===== src/rtl/exec_ctrl.sv =====
`default_nettype none
// ============================================================================
// Module      : exec_ctrl
// Description : Multi-cycle execute sequencer for the 8-bit datapath. Turns
//               one accepted instruction into a register-file read, an ALU
//               evaluation and a register-file write-back.
// Revision    : 1.0 - initial release
// ============================================================================
module exec_ctrl #(
  parameter int IW = 20
) (
  input  logic          clk,
  input  logic          reset,
  input  logic [IW-1:0] instr,
  input  logic          instr_valid,
  output logic          instr_ready,
  output logic [4:0]    rf_ra,
  output logic [4:0]    rf_rb,
  output logic          rf_we,
  output logic [7:0]    rf_wd,
  input  logic [7:0]    rf_outA,
  input  logic [7:0]    rf_outB,
  output logic          done,
  output logic [7:0]    result_out,
  output logic          flag_z,
  output logic          flag_c
);

  typedef enum logic [1:0] {
    S_IDLE = 2'd0,
    S_READ = 2'd1,
    S_EXEC = 2'd2,
    S_WB   = 2'd3
  } state_t;

  localparam logic [2:0] OP_ADD = 3'b000;
  localparam logic [2:0] OP_SUB = 3'b001;
  localparam logic [2:0] OP_AND = 3'b010;
  localparam logic [2:0] OP_OR  = 3'b011;
  localparam logic [2:0] OP_XOR = 3'b100;
  localparam logic [2:0] OP_SHL = 3'b101;
  localparam logic [2:0] OP_LDI = 3'b110;
  localparam logic [2:0] OP_NOP = 3'b111;

  state_t      state;
  state_t      state_nxt;

  // Only instr[19:2] carries information; bits [1:0] are never decoded.
  logic [17:0] instr_q;
  logic [7:0]  res_q;
  logic [4:0]  ra_hold;
  logic [4:0]  rb_hold;
  logic [7:0]  wd_hold;
  logic        accept;

  logic [2:0]  in_op;
  logic [2:0]  op_q;
  logic [4:0]  rd_q;
  logic [4:0]  rs1_q;
  logic [4:0]  rs2_q;
  logic [7:0]  imm_q;

  logic [7:0]  alu_res;
  logic        alu_c;
  logic [8:0]  sum9;
  logic        unused_bits;

  assign unused_bits = ^instr[1:0];

  assign in_op  = instr[19:17];
  assign op_q   = instr_q[17:15];
  assign rd_q   = instr_q[14:10];
  assign rs1_q  = instr_q[9:5];
  assign rs2_q  = instr_q[4:0];
  assign imm_q  = instr_q[9:2];
  assign accept = instr_valid && (state == S_IDLE);
  assign sum9   = {1'b0, rf_outA} + {1'b0, rf_outB};

  // State register.
  always_ff @(posedge clk or posedge reset) begin
    if (reset) state <= S_IDLE;
    else       state <= state_nxt;
  end

  // Next-state and register-file/handshake decode from the registered state.
  always_comb begin
    state_nxt   = state;
    instr_ready = 1'b0;
    done        = 1'b0;
    rf_we       = 1'b0;
    rf_ra       = ra_hold;
    rf_rb       = rb_hold;
    rf_wd       = wd_hold;
    case (state)
      S_IDLE: begin
        instr_ready = 1'b1;
        if (instr_valid) begin
          state_nxt = ((in_op == OP_LDI) || (in_op == OP_NOP)) ? S_WB : S_READ;
        end
      end
      S_READ: begin
        rf_ra     = rs1_q;
        rf_rb     = rs2_q;
        state_nxt = S_EXEC;
      end
      S_EXEC: begin
        state_nxt = S_WB;
      end
      S_WB: begin
        rf_ra     = rd_q;
        rf_wd     = res_q;
        done      = 1'b1;
        rf_we     = (op_q != OP_NOP);
        state_nxt = S_IDLE;
      end
      default: state_nxt = S_IDLE;
    endcase
  end

  // ALU on the register file's registered read data.
  always_comb begin
    alu_res = 8'h00;
    alu_c   = 1'b0;
    case (op_q)
      OP_ADD: {alu_c, alu_res} = sum9;
      OP_SUB: begin
        alu_res = rf_outA - rf_outB;
        alu_c   = (rf_outA < rf_outB);
      end
      OP_AND: alu_res = rf_outA & rf_outB;
      OP_OR:  alu_res = rf_outA | rf_outB;
      OP_XOR: alu_res = rf_outA ^ rf_outB;
      OP_SHL: alu_res = rf_outA << rf_outB[2:0];
      default: begin
        alu_res = 8'h00;
        alu_c   = 1'b0;
      end
    endcase
  end

  // Instruction latch, result/flag registers and address/data hold registers.
  always_ff @(posedge clk or posedge reset) begin
    if (reset) begin
      instr_q    <= '0;
      res_q      <= 8'h00;
      result_out <= 8'h00;
      flag_z     <= 1'b0;
      flag_c     <= 1'b0;
      ra_hold    <= 5'd0;
      rb_hold    <= 5'd0;
      wd_hold    <= 8'h00;
    end else begin
      ra_hold <= rf_ra;
      rb_hold <= rf_rb;
      wd_hold <= rf_wd;
      if (accept) begin
        instr_q <= instr[19:2];
        // LDI skips EXEC, so its immediate becomes the result at accept.
        if (in_op == OP_LDI) res_q <= instr[11:4];
      end
      // Only ALU-class opcodes ever reach EXEC, so flags update here alone.
      if (state == S_EXEC) begin
        res_q  <= alu_res;
        flag_z <= (alu_res == 8'h00);
        flag_c <= alu_c;
      end
      if ((state == S_WB) && (op_q != OP_NOP)) result_out <= res_q;
    end
  end

  // imm_q is the LDI view of the latched word; it aliases rs1/rs2 bits.
  logic unused_imm;
  assign unused_imm = ^imm_q;

endmodule
`default_nettype wire

===== config.mk =====
export PLATFORM = sky130hd
export DESIGN_NAME = exec_ctrl
export DESIGN_NICKNAME = d
export VERILOG_FILES = /design/src/rtl/exec_ctrl.sv
export SDC_FILE = /design/constraint.sdc
export NUM_CORES = 1
export LEC_CHECK = 0
export ABC_AREA = 1
export CAP_MARGIN = 20
export CORE_MARGIN = 2
export CORE_UTILIZATION = 53
export DETAILED_ROUTE_END_ITERATION = 8
export PLACE_DENSITY_LB_ADDON = 0.3
export SYNTH_ARGS = -nofsm -noshare
export SYNTH_HDL_FRONTEND = slang
export SYNTH_SLANG_ARGS = --single-unit

===== constraint.sdc =====
create_clock -name clk -period 3.4 [get_ports clk]
set_input_delay 0.68 -clock clk [delete_from_list [all_inputs] [get_ports clk]]
set_output_delay 0.68 -clock clk [all_outputs]
set_load 0.05 [all_outputs]

==> report_table.html <==
<table>
<tr><th>Metric</th><th>Value</th></tr>
<tr><th colspan="2">Routing</th></tr>
<tr><td>DRC violation count after routing</td><td>0</td></tr>
<tr><td>Violation count after the first detailed-routing iteration</td><td>223</td></tr>
<tr><td>Routed via count divided by cell count</td><td>5.20</td></tr>
<tr><td>Count of vias placed by the detailed router</td><td>3604</td></tr>
<tr><td>Drt first pass iters</td><td>5</td></tr>
<tr><td>Average detailed-routed wire length per instance</td><td>14.1 um</td></tr>
<tr><td>Routed wire length</td><td>9760 um</td></tr>
<tr><td>Antenna violation net count after detailed routing</td><td>0</td></tr>
<tr><th colspan="2">Synthesis</th></tr>
<tr><td>Distinct cell type count after synthesis</td><td>35</td></tr>
<tr><td>Register area share after synthesis</td><td>36.2%</td></tr>
<tr><td>Post-synth top area share</td><td>36.2%</td></tr>
<tr><td>Mean area per synthesized cell</td><td>7.30 um^2</td></tr>
<tr><td>Post-synth EDFFs</td><td>0</td></tr>
<tr><td>Syn Nets</td><td>601</td></tr>
<tr><td>Count of state elements after synthesis</td><td>56</td></tr>
<tr><td>Synthesized instance count</td><td>530</td></tr>
<tr><td>Flip-flop cell with the highest count after synthesis</td><td>dfrtp_1</td></tr>
<tr><td>Post-synth ARST share</td><td>100%</td></tr>
<tr><td>Synth area leaders</td><td>dfrtp_1, nand2_1, ha_1</td></tr>
<tr><td>Netlist area before placement</td><td>3870 um^2</td></tr>
<tr><td>Count of warnings emitted by yosys</td><td>0</td></tr>
<tr><td>Dominant cell type by area after synthesis</td><td>dfrtp_1</td></tr>
<tr><th colspan="2">Clocking</th></tr>
<tr><td>Root buffer cell</td><td>clkbuf_8</td></tr>
<tr><td>Clock transition at the registers of the reported paths</td><td>0.11 ns</td></tr>
<tr><td>Num CTS Buffers</td><td>5</td></tr>
<tr><td>Total of cells resized after clock tree synthesis</td><td>1</td></tr>
<tr><td>Clock insertion delay at the later pin of the skew report</td><td>0.32 ns</td></tr>
<tr><td>Maximum clock insertion buffer count</td><td>2</td></tr>
<tr><td>CTS hold repair buffers</td><td>0</td></tr>
<tr><td>TritonCTS clock tree</td><td>done</td></tr>
<tr><td>H-tree depth</td><td>2</td></tr>
<tr><td>Number of setup buffers added after CTS</td><td>0</td></tr>
<tr><td>CTS sink cnt</td><td>56</td></tr>
<tr><th colspan="2">Worst setup path</th></tr>
<tr><td>Kind of end point of the critical path</td><td>output port</td></tr>
<tr><td>Required @ worst endpoint</td><td>2.72 ns</td></tr>
<tr><td>Critical path fanouts, max</td><td>12</td></tr>
<tr><td>Setup crit start kind</td><td>register</td></tr>
<tr><td>Worst path arrival time</td><td>2.53 ns</td></tr>
<tr><td>Worst-case reg-to-reg path depth</td><td>9</td></tr>
<tr><td>Worst setup path class</td><td>register to output port</td></tr>
<tr><th colspan="2">Pwr</th></tr>
<tr><td>Part of the power in combinational logic</td><td>61.8%</td></tr>
<tr><td>Portion of total power attributed to the clock network</td><td>9.6%</td></tr>
<tr><td>Power density over cell area</td><td>846 nW/um^2</td></tr>
<tr><td>Power dissipated by switching net loads</td><td>2090 uW</td></tr>
<tr><td>Flop pwr share</td><td>28.6%</td></tr>
<tr><td>Maximum VDD drop</td><td>0.262 mV</td></tr>
<tr><td>Leakage Power</td><td>0.00250 uW</td></tr>
<tr><td>Internal Pwr Total</td><td>1890 uW</td></tr>
<tr><td>Switch share</td><td>52.5%</td></tr>
<tr><th colspan="2">Timing</th></tr>
<tr><td>RSZ-0062 raised after global routing</td><td>no</td></tr>
<tr><td>Post-route clock period utilization</td><td>94.5%</td></tr>
<tr><td>Highest clock rate</td><td>311 MHz</td></tr>
<tr><td>Total count of hold-check failures in the final report</td><td>0</td></tr>
<tr><td>Setup tns final</td><td>0 ns</td></tr>
<tr><td>Post-layout min period</td><td>3.21 ns</td></tr>
<tr><td>Max-slew headroom</td><td>51.6%</td></tr>
<tr><td>Skew final</td><td>0.00869 ns</td></tr>
<tr><td>Number of max-slew violations in the final report</td><td>0</td></tr>
<tr><td>Measured slew at the worst slew-check pin</td><td>0.725 ns</td></tr>
<tr><td>Setup-violating endpoint count in the final report</td><td>0</td></tr>
<tr><td>Post-route setup slack</td><td>0.186 ns</td></tr>
<tr><th colspan="2">Hold path</th></tr>
<tr><td>Min-delay worst type</td><td>register to register</td></tr>
<tr><td>Cell depth of the worst min-delay path</td><td>2</td></tr>
<tr><th colspan="2">GRT</th></tr>
<tr><td>Vias in the first global route</td><td>3348</td></tr>
<tr><td>Wire length of the first global-routing pass</td><td>15500 um</td></tr>
<tr><td>Overflow after GRT</td><td>0</td></tr>
<tr><td>Pin count of the biggest net entering global routing</td><td>37</td></tr>
<tr><td>Overall Global Routing Usage</td><td>25.2%</td></tr>
<tr><td>Number of antenna violations at the first check in global routing</td><td>0</td></tr>
<tr><th colspan="2">Floorplan</th></tr>
<tr><td>Overall die area</td><td>8000 um^2</td></tr>
<tr><td>Ports</td><td>70</td></tr>
<tr><td>Die extent in x</td><td>89.5 um</td></tr>
<tr><td>Standard-cell rows</td><td>31</td></tr>
<tr><td>Core region area</td><td>7180 um^2</td></tr>
<tr><td>Die Ht</td><td>89.5 um</td></tr>
<tr><td>Effective utilization at floorplan</td><td>53.9%</td></tr>
<tr><th colspan="2">Finish</th></tr>
<tr><td>Layout cells sized above 1</td><td>8.25%</td></tr>
<tr><td>Number of inserted diodes</td><td>0</td></tr>
<tr><td>Area of all placed cells without fillers</td><td>4700 um^2</td></tr>
<tr><td>Layout-stage area growth over the synthesis result</td><td>21.4%</td></tr>
<tr><td>Final net count</td><td>664</td></tr>
<tr><th colspan="2">Placement</th></tr>
<tr><td>Placed standard-cell area</td><td>4590 um^2</td></tr>
<tr><td>Count of input and output buffers</td><td>67</td></tr>
<tr><td>Gp weighted congestion</td><td>0.965</td></tr>
<tr><td>Worst slack after detailed placement</td><td>0.346 ns</td></tr>
<tr><td>Half-perimeter wire length of the detailed placement result</td><td>7800 um</td></tr>
<tr><th colspan="2">Status</th></tr>
<tr><td>Outcome</td><td>finished clean</td></tr>
<tr><th colspan="2">Run</th></tr>
<tr><td>Max cap viols</td><td>0</td></tr>
</table>
[Yosys cell counts, types with 3 or more instances]
master	number
inv_2	10
nand2_1	168
o211ai_1	3
o221ai_1	5
nand3_1	54
nor2_2	8
dfrtp_1	56
ha_1	30
a22oi_1	6
o21ai_0	32
buf_6	6
nand4_1	6
a21oi_1	8
buf_4	3
nor2_1	35
clkbuf_1	6
nand3_2	6
inv_1	62
[critical path, stage by stage, from the launching register on]
cell and delay, ns:
dfrtp_1 0.40, inv_1 0.08, ha_1 0.35, nor2_1 0.35
a22oi_1 0.13, nand2_1 0.11, clkdlybuf4s50_1 0.80
[power by group through the flow]
stage                     registers (uW)  clock network, uW  logic (uW)
after floorplan                     1230                  0        1670
after global placement              1140                  0        2420
after CTS                           1130                388        2470
after global routing                1170                421        2660
final                               1140                382        2460
after detailed placement            1150                  0        2470
[sequential cells by signal (all words and copies together), names as in the netlist, 2 cells and up]
| name | cells |
|---|---|
| result_out | 8 |
| ra_hold | 5 |
| state | 2 |
| rb_hold | 5 |
| instr_q | 18 |
| res_q | 8 |
| wd_hold | 8 |
[final timing paths]
check	start	endpoint	slack, ns
worst min register to register	rb_hold[4]	rb_hold[4]	0.48
worst min-delay path	rb_hold[4]	rb_hold[4]	0.48
worst max register to register	state[0]	res_q[7]	1.36
worst max-delay path	state[1]	rf_ra[3]	0.19
max in group asynchronous	reset	ra_hold[3]	1.96
min in group asynchronous	reset	rb_hold[4]	0.80
[through the flow]
stage / total power [uW] / instances / utilization [%] / hold slack, ns
final: 3980 / 693 / 65.5 / 0.475
after global routing: 4250 / 693 / 65.5 / 0.506
after CTS: 3990 / 693 / 65.2 / 0.483
after detailed placement: 3610 / 685 / 63.9 / 0.458
after global placement: 3560 / 685 / 63.9 / 0.452
after floorplan: 2900 / 530 / - / 0.449
[cell type report]
cell class | count | area, um^2
Multi-Input combinational cell | 382 | 2060
Timing Repair Buffer | 73 | 732
Clock buffer | 5 | 68.8
Fill cell | 631 | 2480
Clock inverter | 3 | 27.5
Inverter | 75 | 287
Sequential cell | 56 | 1400
Tap cell | 99 | 124
[kinds of logic (layout without fill, tap and decap cells)]
logic type	count (synthesis)	after routing	share of synthesized area, %
adders and majority gates	32	32	10.7
AOI/OAI and AO/OA	64	64	9.93
buffers and inverters	92	156	10.6
xor gates and xnor gates	2	2	0.453
DFF	56	56	36.2
and+or+nand+nor	284	284	32.1
[metal layers]
metal | share of wire [%] | wire length [um] | vias to the layer above | GRT usage [%]
met5 | 0 | 0 | - | 0
met4 | 1.1 | 106 | 0 | 6.78
met3 | 5.0 | 493 | 11 | 3.23
met2 | 51 | 4950 | 124 | 45.2
met1 | 43 | 4220 | 1658 | 32.0
li1 | - | - | 1811 | -
[cell usage in the layout (no fill, tap or decap), drive strengths merged]
| master | netlist | layout |
|---|---|---|
| a21oi | 10 | 10 |
| dlygate4sd2 | 0 | 1 |
| clkinv | 1 | 2 |
| o211ai | 3 | 3 |
| clkdlybuf4s50 | 0 | 59 |
| a22oi | 6 | 6 |
| a21o | 1 | 1 |
| xnor2 | 1 | 1 |
| nand3 | 60 | 60 |
| xor2 | 1 | 1 |
| clkinvlp | 0 | 1 |
| a221o | 1 | 1 |
| nor3 | 1 | 1 |
| o221ai | 5 | 5 |
| fa | 2 | 2 |
| o21ai | 34 | 34 |
| dfrtp | 56 | 56 |
| clkbuf | 6 | 5 |
| or2 | 1 | 1 |
| dlymetal6s2s | 0 | 7 |
| nand2 | 171 | 171 |
| o22ai | 2 | 2 |
| inv | 74 | 75 |
| nand4 | 6 | 6 |
| ha | 30 | 30 |
| buf | 11 | 6 |
| nor2 | 45 | 45 |
| o21bai | 2 | 2 |
Note: power is estimated with default switching activity, not from simulation.
